**src/rtl/seq_divider.sv**
```systemverilog
// seq_divider: iterative restoring divider, one quotient bit per clock.
//
// The remainder and quotient registers shift left together. Each step moves
// the next dividend magnitude bit into the remainder and performs one trial
// subtraction of the divisor magnitude. With SIGNED=1 the divide works on
// magnitudes and the signs are applied when the result is written out. The
// quotient truncates toward zero, and the remainder takes the dividend's sign.
//
// Ports:
//   clk_i          system clock, all state on rising edge
//   rst_ni         asynchronous active-low reset
//   start_i        request, sampled only while idle
//   dividend_i     numerator, latched on accepted start
//   divisor_i      denominator, latched on accepted start
//   busy_o         high from the cycle after accept until completion
//   done_o         one-cycle pulse, results valid
//   quotient_o     result, held until next completion
//   remainder_o    result, held until next completion
//   div_by_zero_o  set with done when divisor was 0, held until next completion
module seq_divider #(
    parameter int unsigned WIDTH  = 8,
    parameter bit          SIGNED = 1'b0
) (
    input  logic             clk_i,
    input  logic             rst_ni,
    input  logic             start_i,
    input  logic [WIDTH-1:0] dividend_i,
    input  logic [WIDTH-1:0] divisor_i,
    output logic             busy_o,
    output logic             done_o,
    output logic [WIDTH-1:0] quotient_o,
    output logic [WIDTH-1:0] remainder_o,
    output logic             div_by_zero_o
);

    localparam int unsigned CntW = $clog2(WIDTH + 1);

    typedef enum logic [1:0] {StIdle, StRun, StZero} state_e;

    state_e          state_q;
    logic [CntW-1:0] cnt_q;
    logic [WIDTH:0]  rem_q;
    logic [WIDTH-1:0] quo_q;   // dividend bits still to consume, quotient bits shift in at LSB
    logic [WIDTH-1:0] dvs_q;   // divisor magnitude
    logic            neg_quo_q;
    logic            neg_rem_q;
    logic            busy_q;
    logic            done_q;
    logic            dbz_q;
    logic [WIDTH-1:0] quot_q;
    logic [WIDTH-1:0] remd_q;

    logic             dvd_neg;
    logic             dvs_neg;
    logic [WIDTH-1:0] dvd_mag;
    logic [WIDTH-1:0] dvs_mag;
    logic [WIDTH+1:0] rem_shift;
    logic [WIDTH+1:0] trial;
    logic             qbit;
    logic [WIDTH:0]   rem_d;
    logic [WIDTH-1:0] quo_d;
    logic [WIDTH-1:0] quot_res;
    logic [WIDTH-1:0] remd_res;

    always_comb begin
        dvd_neg   = SIGNED && dividend_i[WIDTH-1];
        dvs_neg   = SIGNED && divisor_i[WIDTH-1];
        // The most-negative value maps to 2^(WIDTH-1), which still fits unsigned.
        dvd_mag   = dvd_neg ? -dividend_i : dividend_i;
        dvs_mag   = dvs_neg ? -divisor_i : divisor_i;

        // Partial remainder never reaches 2*divisor, so the top bit of the
        // difference is a reliable sign.
        rem_shift = {rem_q, quo_q[WIDTH-1]};
        trial     = rem_shift - {2'b00, dvs_q};
        qbit      = ~trial[WIDTH+1];
        rem_d     = qbit ? trial[WIDTH:0] : rem_shift[WIDTH:0];
        quo_d     = {quo_q[WIDTH-2:0], qbit};

        quot_res  = neg_quo_q ? -quo_d : quo_d;
        remd_res  = neg_rem_q ? -rem_d[WIDTH-1:0] : rem_d[WIDTH-1:0];
    end

    always_ff @(posedge clk_i or negedge rst_ni) begin
        if (!rst_ni) begin
            state_q   <= StIdle;
            cnt_q     <= '0;
            rem_q     <= '0;
            quo_q     <= '0;
            dvs_q     <= '0;
            neg_quo_q <= 1'b0;
            neg_rem_q <= 1'b0;
            busy_q    <= 1'b0;
            done_q    <= 1'b0;
            dbz_q     <= 1'b0;
            quot_q    <= '0;
            remd_q    <= '0;
        end else begin
            done_q <= 1'b0;
            unique case (state_q)
                StIdle: begin
                    if (start_i) begin
                        busy_q    <= 1'b1;
                        rem_q     <= '0;
                        dvs_q     <= dvs_mag;
                        neg_quo_q <= dvd_neg ^ dvs_neg;
                        neg_rem_q <= dvd_neg;
                        if (divisor_i == '0) begin
                            // Raw dividend is reported as the remainder.
                            quo_q   <= dividend_i;
                            state_q <= StZero;
                        end else begin
                            quo_q   <= dvd_mag;
                            cnt_q   <= CntW'(WIDTH);
                            state_q <= StRun;
                        end
                    end
                end
                StRun: begin
                    rem_q <= rem_d;
                    quo_q <= quo_d;
                    cnt_q <= cnt_q - CntW'(1);
                    if (cnt_q == CntW'(1)) begin
                        quot_q  <= quot_res;
                        remd_q  <= remd_res;
                        dbz_q   <= 1'b0;
                        done_q  <= 1'b1;
                        busy_q  <= 1'b0;
                        state_q <= StIdle;
                    end
                end
                StZero: begin
                    quot_q  <= '1;
                    remd_q  <= quo_q;
                    dbz_q   <= 1'b1;
                    done_q  <= 1'b1;
                    busy_q  <= 1'b0;
                    state_q <= StIdle;
                end
                default: state_q <= StIdle;
            endcase
        end
    end

    assign busy_o        = busy_q;
    assign done_o        = done_q;
    assign quotient_o    = quot_q;
    assign remainder_o   = remd_q;
    assign div_by_zero_o = dbz_q;

endmodule
```
**config.mk**
```make
export PLATFORM = sky130hd
export DESIGN_NAME = seq_divider
export DESIGN_NICKNAME = d
export VERILOG_FILES = /design/src/rtl/seq_divider.sv
export SDC_FILE = /design/constraint.sdc
export NUM_CORES = 1
export LEC_CHECK = 0
export CAP_MARGIN = 15
export CORE_MARGIN = 2
export CORE_UTILIZATION = 40
export CTS_BUF_LIST = sky130_fd_sc_hd__clkbuf_8
export DETAILED_ROUTE_END_ITERATION = 8
export PLACE_DENSITY = 0.6
export SYNTH_ARGS = -nofsm -noshare
export SYNTH_HDL_FRONTEND = slang
export SYNTH_SLANG_ARGS = --single-unit
```
**constraint.sdc**
```tcl
create_clock -name clk_i -period 2.7 [get_ports clk_i]
set_clock_uncertainty 0.1 [all_clocks]
set_input_delay 0.54 -clock clk_i [delete_from_list [all_inputs] [get_ports clk_i]]
set_output_delay 0.54 -clock clk_i [all_outputs]
set_load 0.02 [all_outputs]
```
# --- Word level (Yosys, flattened, before mapping) ---
# Index checks and enable logic that the tools add are counted.
totals:
  elab_cells: 52
  out_inout_bits: 19
  regBits: 50
  input_bits: 19
op_classes:
  eq_ne: 6
  reduce_logical: 11
  add_sub_neg: 2
  n_bitwise: 1
  n_mux: 22
op_table:
  columns: ["cell", "count"]
  rows:
  - ["case mux 8 bit (2 select lines)", 3]
  - ["two-way mux 8 bit", 3]
  - ["two-way mux 9 bit", 2]
  - ["case mux 9 bit (2 select lines)", 1]
  - ["subtractor 10 x 8 -> 10 bit", 1]
  - ["zero test 8 bit", 1]
  - ["two-way mux 4 bit", 2]
  - ["case mux 4 bit (2 select lines)", 1]
  - ["AND reduction 2 bit", 4]
  - ["two-way mux 2 bit", 3]
  - ["!= test 2 bit, second input constant", 3]
  - ["AND reduction 3 bit", 2]
  - ["== test 4 x 1 -> 1 bit, second input constant", 1]
  - ["case mux 1 bit (2 select lines)", 2]
  - ["case mux 2 bit (2 select lines)", 1]
  - ["nonzero test 2 bit", 2]
  - ["subtractor 4 x 1 -> 4 bit, second input constant", 1]
  - ["two-way mux 1 bit", 3]
  - ["case mux 1 bit (3 select lines)", 1]
  - ["nonzero test 3 bit", 1]
  - ["== test 2 x 1 -> 1 bit, second input constant", 1]
  - ["== test 2 bit, second input constant", 1]
  - ["zero test 2 bit", 1]
  - ["NOT 1 bit", 1]

# --- Longest topological paths before layout ---
depth:
  ltp_word: 4
  mapped_depth: 10
  mapped_depth_nobuf: 10

# --- Worst setup path after synthesis ---
# No wires, ideal clock.
synth_timing:
  kind: "flip-flop to flip-flop"
  from: "register rem_q[6]"
  to: "register remd_q[3], in the netlist remainder_o[3]"
  stages_incl_launch_ff: 9
  path_buffers: 1
  t_required_ns: 2.469
  arrival_ns: 2.014
  setup_ns: 0.131
  setup_slack_ns: 0.456
  synth_period_minus_slack_ns: 2.244
  path_cell_list: "dfrtp_1 > ha_1 > a211o_1 > a211oi_1 > a21boi_2 > xnor2_2 > buf_6 > mux2i_1 > a22oi_1"
synth_via:
  elab_chain_cells: 4
synth_lines:
  columns: ["item", "line", "source"]
  rows:
  - ["from (decl)", "42", "logic [WIDTH:0] rem_q;"]
  - ["from (signal assigned)", "120", "rem_q <= rem_d;"]
  - ["subtractor 10 x 8 -> 10 bit", "75", "trial = rem_shift - {2'b00, dvs_q};"]
  - ["two-way mux 9 bit", "77", "rem_d = qbit ? trial[WIDTH:0] : rem_shift[WIDTH:0];"]
  - ["two-way mux 8 bit", "123", "if (cnt_q == CntW'(1)) begin"]
  - ["case mux 8 bit (2 select lines)", "100", "unique case (state_q)"]
  - ["to (signal assigned)", "125", "remd_q <= remd_res;"]
  - ["to (signal assigned)", "134", "remd_q <= quo_q;"]
  - ["to (decl)", "51", "logic [WIDTH-1:0] remd_q;"]
# No other way between the ends. The select of a mux whose other input is x is not followed.
# A chain may end at the register's enable or synchronous reset.

# --- Final worst setup path ---
# Ends and elaborated chain as after synthesis.

==> impl_metrics.env <==
export IMPL_power_internal_mw=2.24
export IMPL_post_route_period_util=0.943
export IMPL_totalWireLength_mm=6.28
export IMPL_status="complete, no violations"
export IMPL_critPathCapture="remainder_o[3]$_DFFE_PN0P_"
export IMPL_filler_cell_count=601
export IMPL_swShare=0.413
export IMPL_maximum_number_of_pins_on_one_net_before_global_route_repair=27
export IMPL_drt_initial_drc_count=94
export IMPL_placeableCoreArea_mm2=0.00639
export IMPL_drt_antenna_violating_nets=0
export IMPL_kind_of_start_point_of_the_critical_path="flop"
export IMPL_timing_final_max_slew_violations=0
export IMPL_cp_startpoint="rem_q[6]$_DFFE_PN0P_"
export IMPL_yosysWarnings=0
export IMPL_power_share_sequential=0.333
export IMPL_r2r_slack_ns=0.15
export IMPL_most_used_cells_in_the_layout_excluding_fill_and_tap_cells="dfrtp_1 (50), clkdlybuf4s50_1 (36), nand2_1 (31), o21ai_0 (25)"
export IMPL_grt_pass1_vias=2159
export IMPL_grt_first_pass_wirelength_mm=10.5
export IMPL_maximum_level_of_the_cts_h_tree=2
export IMPL_place_gp_congestion=0.791
export IMPL_synthDominantAreaCellType="dfrtp_1"
export IMPL_path_clk_slew_ns=0.11
export IMPL_slew_headroom=0.579
export IMPL_detail_route_wl_per_cell_um=16.6
export IMPL_worst_ir_drop_vdd_mv=0.556
export IMPL_numPortBuffers=37
export IMPL_stdcell_count=378
export IMPL_biggest_area_contributors_in_the_synthesized_netlist="dfrtp_1 (47%), ha_1 (6.6%), mux2i_1 (6.0%), o21ai_0 (4.7%), nand2_1 (4.4%)"
export IMPL_grt_usage=0.182
export IMPL_area_growth_synth_to_final_pct=24.1
export IMPL_drv_cap=0
export IMPL_via_per_inst=5.57
export IMPL_unrepaired_setup_endpoints_after_global_routing="no"
export IMPL_fraction_of_registers_with_async_set_or_reset_after_synthesis=1.00
export IMPL_post_route_util=0.515
export IMPL_grt_residual_overflow=0
export IMPL_slowest_stage="dfrtp_1"
export IMPL_fin_ws_ns=0.154
export IMPL_tritoncts="done"
export IMPL_final_setup_violation_count=0
export IMPL_place_area_mm2=0.00313
export IMPL_start_util=0.415
export IMPL_clock_sinks=50
export IMPL_synth_top_flop_cell="dfrtp_1"
export IMPL_netlist_area_mm2=0.00265
export IMPL_dp_hpwl_mm=4.61
export IMPL_multi_input_comb_area_mm2=0.00137
export IMPL_post_synth_cell_area_avg_um2=10.4
export IMPL_synth_edff_count=0
export IMPL_setup_total_negative_slack_ns=0
export IMPL_clock_tree_buffer_depth=2
export IMPL_drc_errors=0
export IMPL_achievable_frequency_ghz=0.393
export IMPL_synth_fp_nets=289
export IMPL_worstReg2RegEnd="remainder_o[3]$_DFFE_PN0P_"
export IMPL_dpl_worst_slack_ns=0.119
export IMPL_cts_inserted_buffers=5
export IMPL_design_area_mm2=0.00329
export IMPL_number_of_antenna_violations_at_the_first_check_in_global_routing=0
export IMPL_floorplan_io_pins=38
export IMPL_min_period_ns=2.55
export IMPL_worst_path_buf_inv=0
export IMPL_post_synth_top_area_fraction=0.472
export IMPL_num_nets_final=334
export IMPL_clockPowerShare=0.125
export IMPL_std_cell_rows=29
export IMPL_critPathRequiredTime_ns=2.78
export IMPL_die_w_um=85.4
export IMPL_net_switching_power_mw=1.57
export IMPL_mostFrequentLayoutCell="dfrtp_1"
export IMPL_rr_worst_depth=7
export IMPL_cpPeakStageDelay_ns=0.43
export IMPL_critical_path_cell_by_cell="ha_1 -> a211o_1 -> a211oi_2 -> a21boi_4 -> xnor2_4 -> mux2i_2 -> a22oi_1"
export IMPL_drt_first_pass_iters=4
export IMPL_die_height_um=85.4
export IMPL_antenna_cells=0
export IMPL_report_power_total_mw=3.81
export IMPL_layout_area_seq_mm2=0.00125
export IMPL_max_slew_worst_pin_slew_ns=0.632
export IMPL_crit_type="reg -> reg"
export IMPL_routed_via_count=2105
export IMPL_ys_types=45
export IMPL_power_density_cell_area_mw_per_mm2=1160
export IMPL_worst_hold_path_type="in -> async"
export IMPL_timing_hold_ws_ns=0.123
export IMPL_insertion_delay_ns=0.32
export IMPL_end_kind="flop"
export IMPL_cp_num_cells=7
export IMPL_synthesis_instances=255
export IMPL_layout_cells_sized_above_1=0.133
export IMPL_synth_seq_area_share=0.472
export IMPL_critical_path_peak_fanout=6
export IMPL_die_area_mm2=0.00730
export IMPL_numPlacedInstances=368
export IMPL_critical_path_arrival_ns=2.63
export IMPL_worstReg2RegStart="rem_q[6]$_DFFE_PN0P_"
export IMPL_postSynthRegisterBits=50
export IMPL_ctsRootBufferMaster="clkbuf_8"
export IMPL_critPathTopFamily="compound AO/OA/AOI/OAI gates"
export IMPL_p_leak_nw=1.49
export IMPL_combPwrFrac=0.542
export IMPL_count_of_endpoints_failing_hold_in_the_final_timing_report=0
-- flip-flops by register name, summed over array words and instances (netlist names) --
register / cells
state_q: 2
cnt_q: 4
remainder_o: 8
rem_q: 9
div_by_zero_o: 1
done_o: 1
busy_o: 1
quo_q: 8
dvs_q: 8
quotient_o: 8
-- layer usage --
| layer | wire length, um | vias to the layer above | share of wire | GRT usage |
|---|---|---|---|---|
| met5 | 0 | - | 0 | 0 |
| met4 | 65 | 0 | 0.010 | 0.0491 |
| met3 | 255 | 7 | 0.041 | 0.0438 |
| met2 | 3030 | 36 | 0.48 | 0.296 |
| met1 | 2940 | 1046 | 0.47 | 0.245 |
| li1 | - | 1016 | - | - |
-- area by class of cell --
class | count | share of cell area
Inverter | 14 | 0.0160
Clock inverter | 2 | 0.00532
Sequential cell | 50 | 0.380
Multi-Input combinational cell | 184 | 0.415
Tap cell | 77 | 0.0293
Clock buffer | 6 | 0.0251
Timing Repair Buffer | 45 | 0.129
-- worst min-delay path by stage --
stage	start	end	slack [ns]	cells past startpoint
final	rst_ni	rem_q[2]$_DFFE_PN0P_	0.12	1
after global routing	rst_ni	rem_q[2]$_DFFE_PN0P_	0.18	1
after CTS	rst_ni	rem_q[6]$_DFFE_PN0P_	0.15	1
after detailed placement	div_by_zero_o$_DFFE_PN0P_	div_by_zero_o$_DFFE_PN0P_	0.37	1
after global placement	div_by_zero_o$_DFFE_PN0P_	div_by_zero_o$_DFFE_PN0P_	0.36	1
after floorplan	rst_ni	busy_o$_DFFE_PN0P_	0.14	0
-- logic make-up after synthesis --
kind of cell,after synthesis,share of synthesized area
AOI/OAI and AO/OA,75,0.184
and+or+nand+nor,60,0.107
DFF,50,0.472
muxes,26,0.104
buffers and inverters,22,0.0340
adders and majority gates,15,0.0736
xor gates and xnor gates,7,0.0260
-- power groups by stage --
stage / sequential (mW) / clock, mW / combinational, mW
floorplan: 1.34 / 0 / 1.26
global placement: 1.27 / 0 / 1.92
detailed placement: 1.28 / 0 / 1.94
CTS: 1.26 / 0.487 / 1.95
global route: 1.31 / 0.519 / 2.27
finish: 1.27 / 0.478 / 2.07
-- timing repair --
| item | CTS | global route |
|---|---|---|
| gates resized for setup | 0 | 6 |
| setup buffers | 0 | 1 |
| hold buffers | 0 | 0 |
| setup endpoints to repair | 0 | 17 |
-- worst reg2reg max path: stages, from the launching register on --
cell,delay (ns)
dfrtp_1,0.43
ha_1,0.39
a211o_1,0.35
a211oi_2,0.17
a21boi_4,0.32
xnor2_4,0.24
mux2i_2,0.29
a22oi_1,0.12
-- synth_stat cells, types with 2 or more instances --
library cell / number
and3_1: 6
nand2_1: 31
o21ai_2: 2
dfrtp_1: 50
nor2_1: 5
o21ai_1: 8
a221o_1: 7
nand3_1: 4
and3_2: 2
nor4_1: 2
nor3_1: 2
mux2i_1: 16
a21o_1: 3
a22oi_1: 2
ha_1: 14
clkbuf_1: 6
inv_1: 14
o21ai_0: 25
nand2b_1: 5
mux2_2: 9
o211ai_1: 2
xnor2_1: 5
a21oi_1: 12
a22o_1: 2
Note: power is estimated with default switching activity, not from simulation.
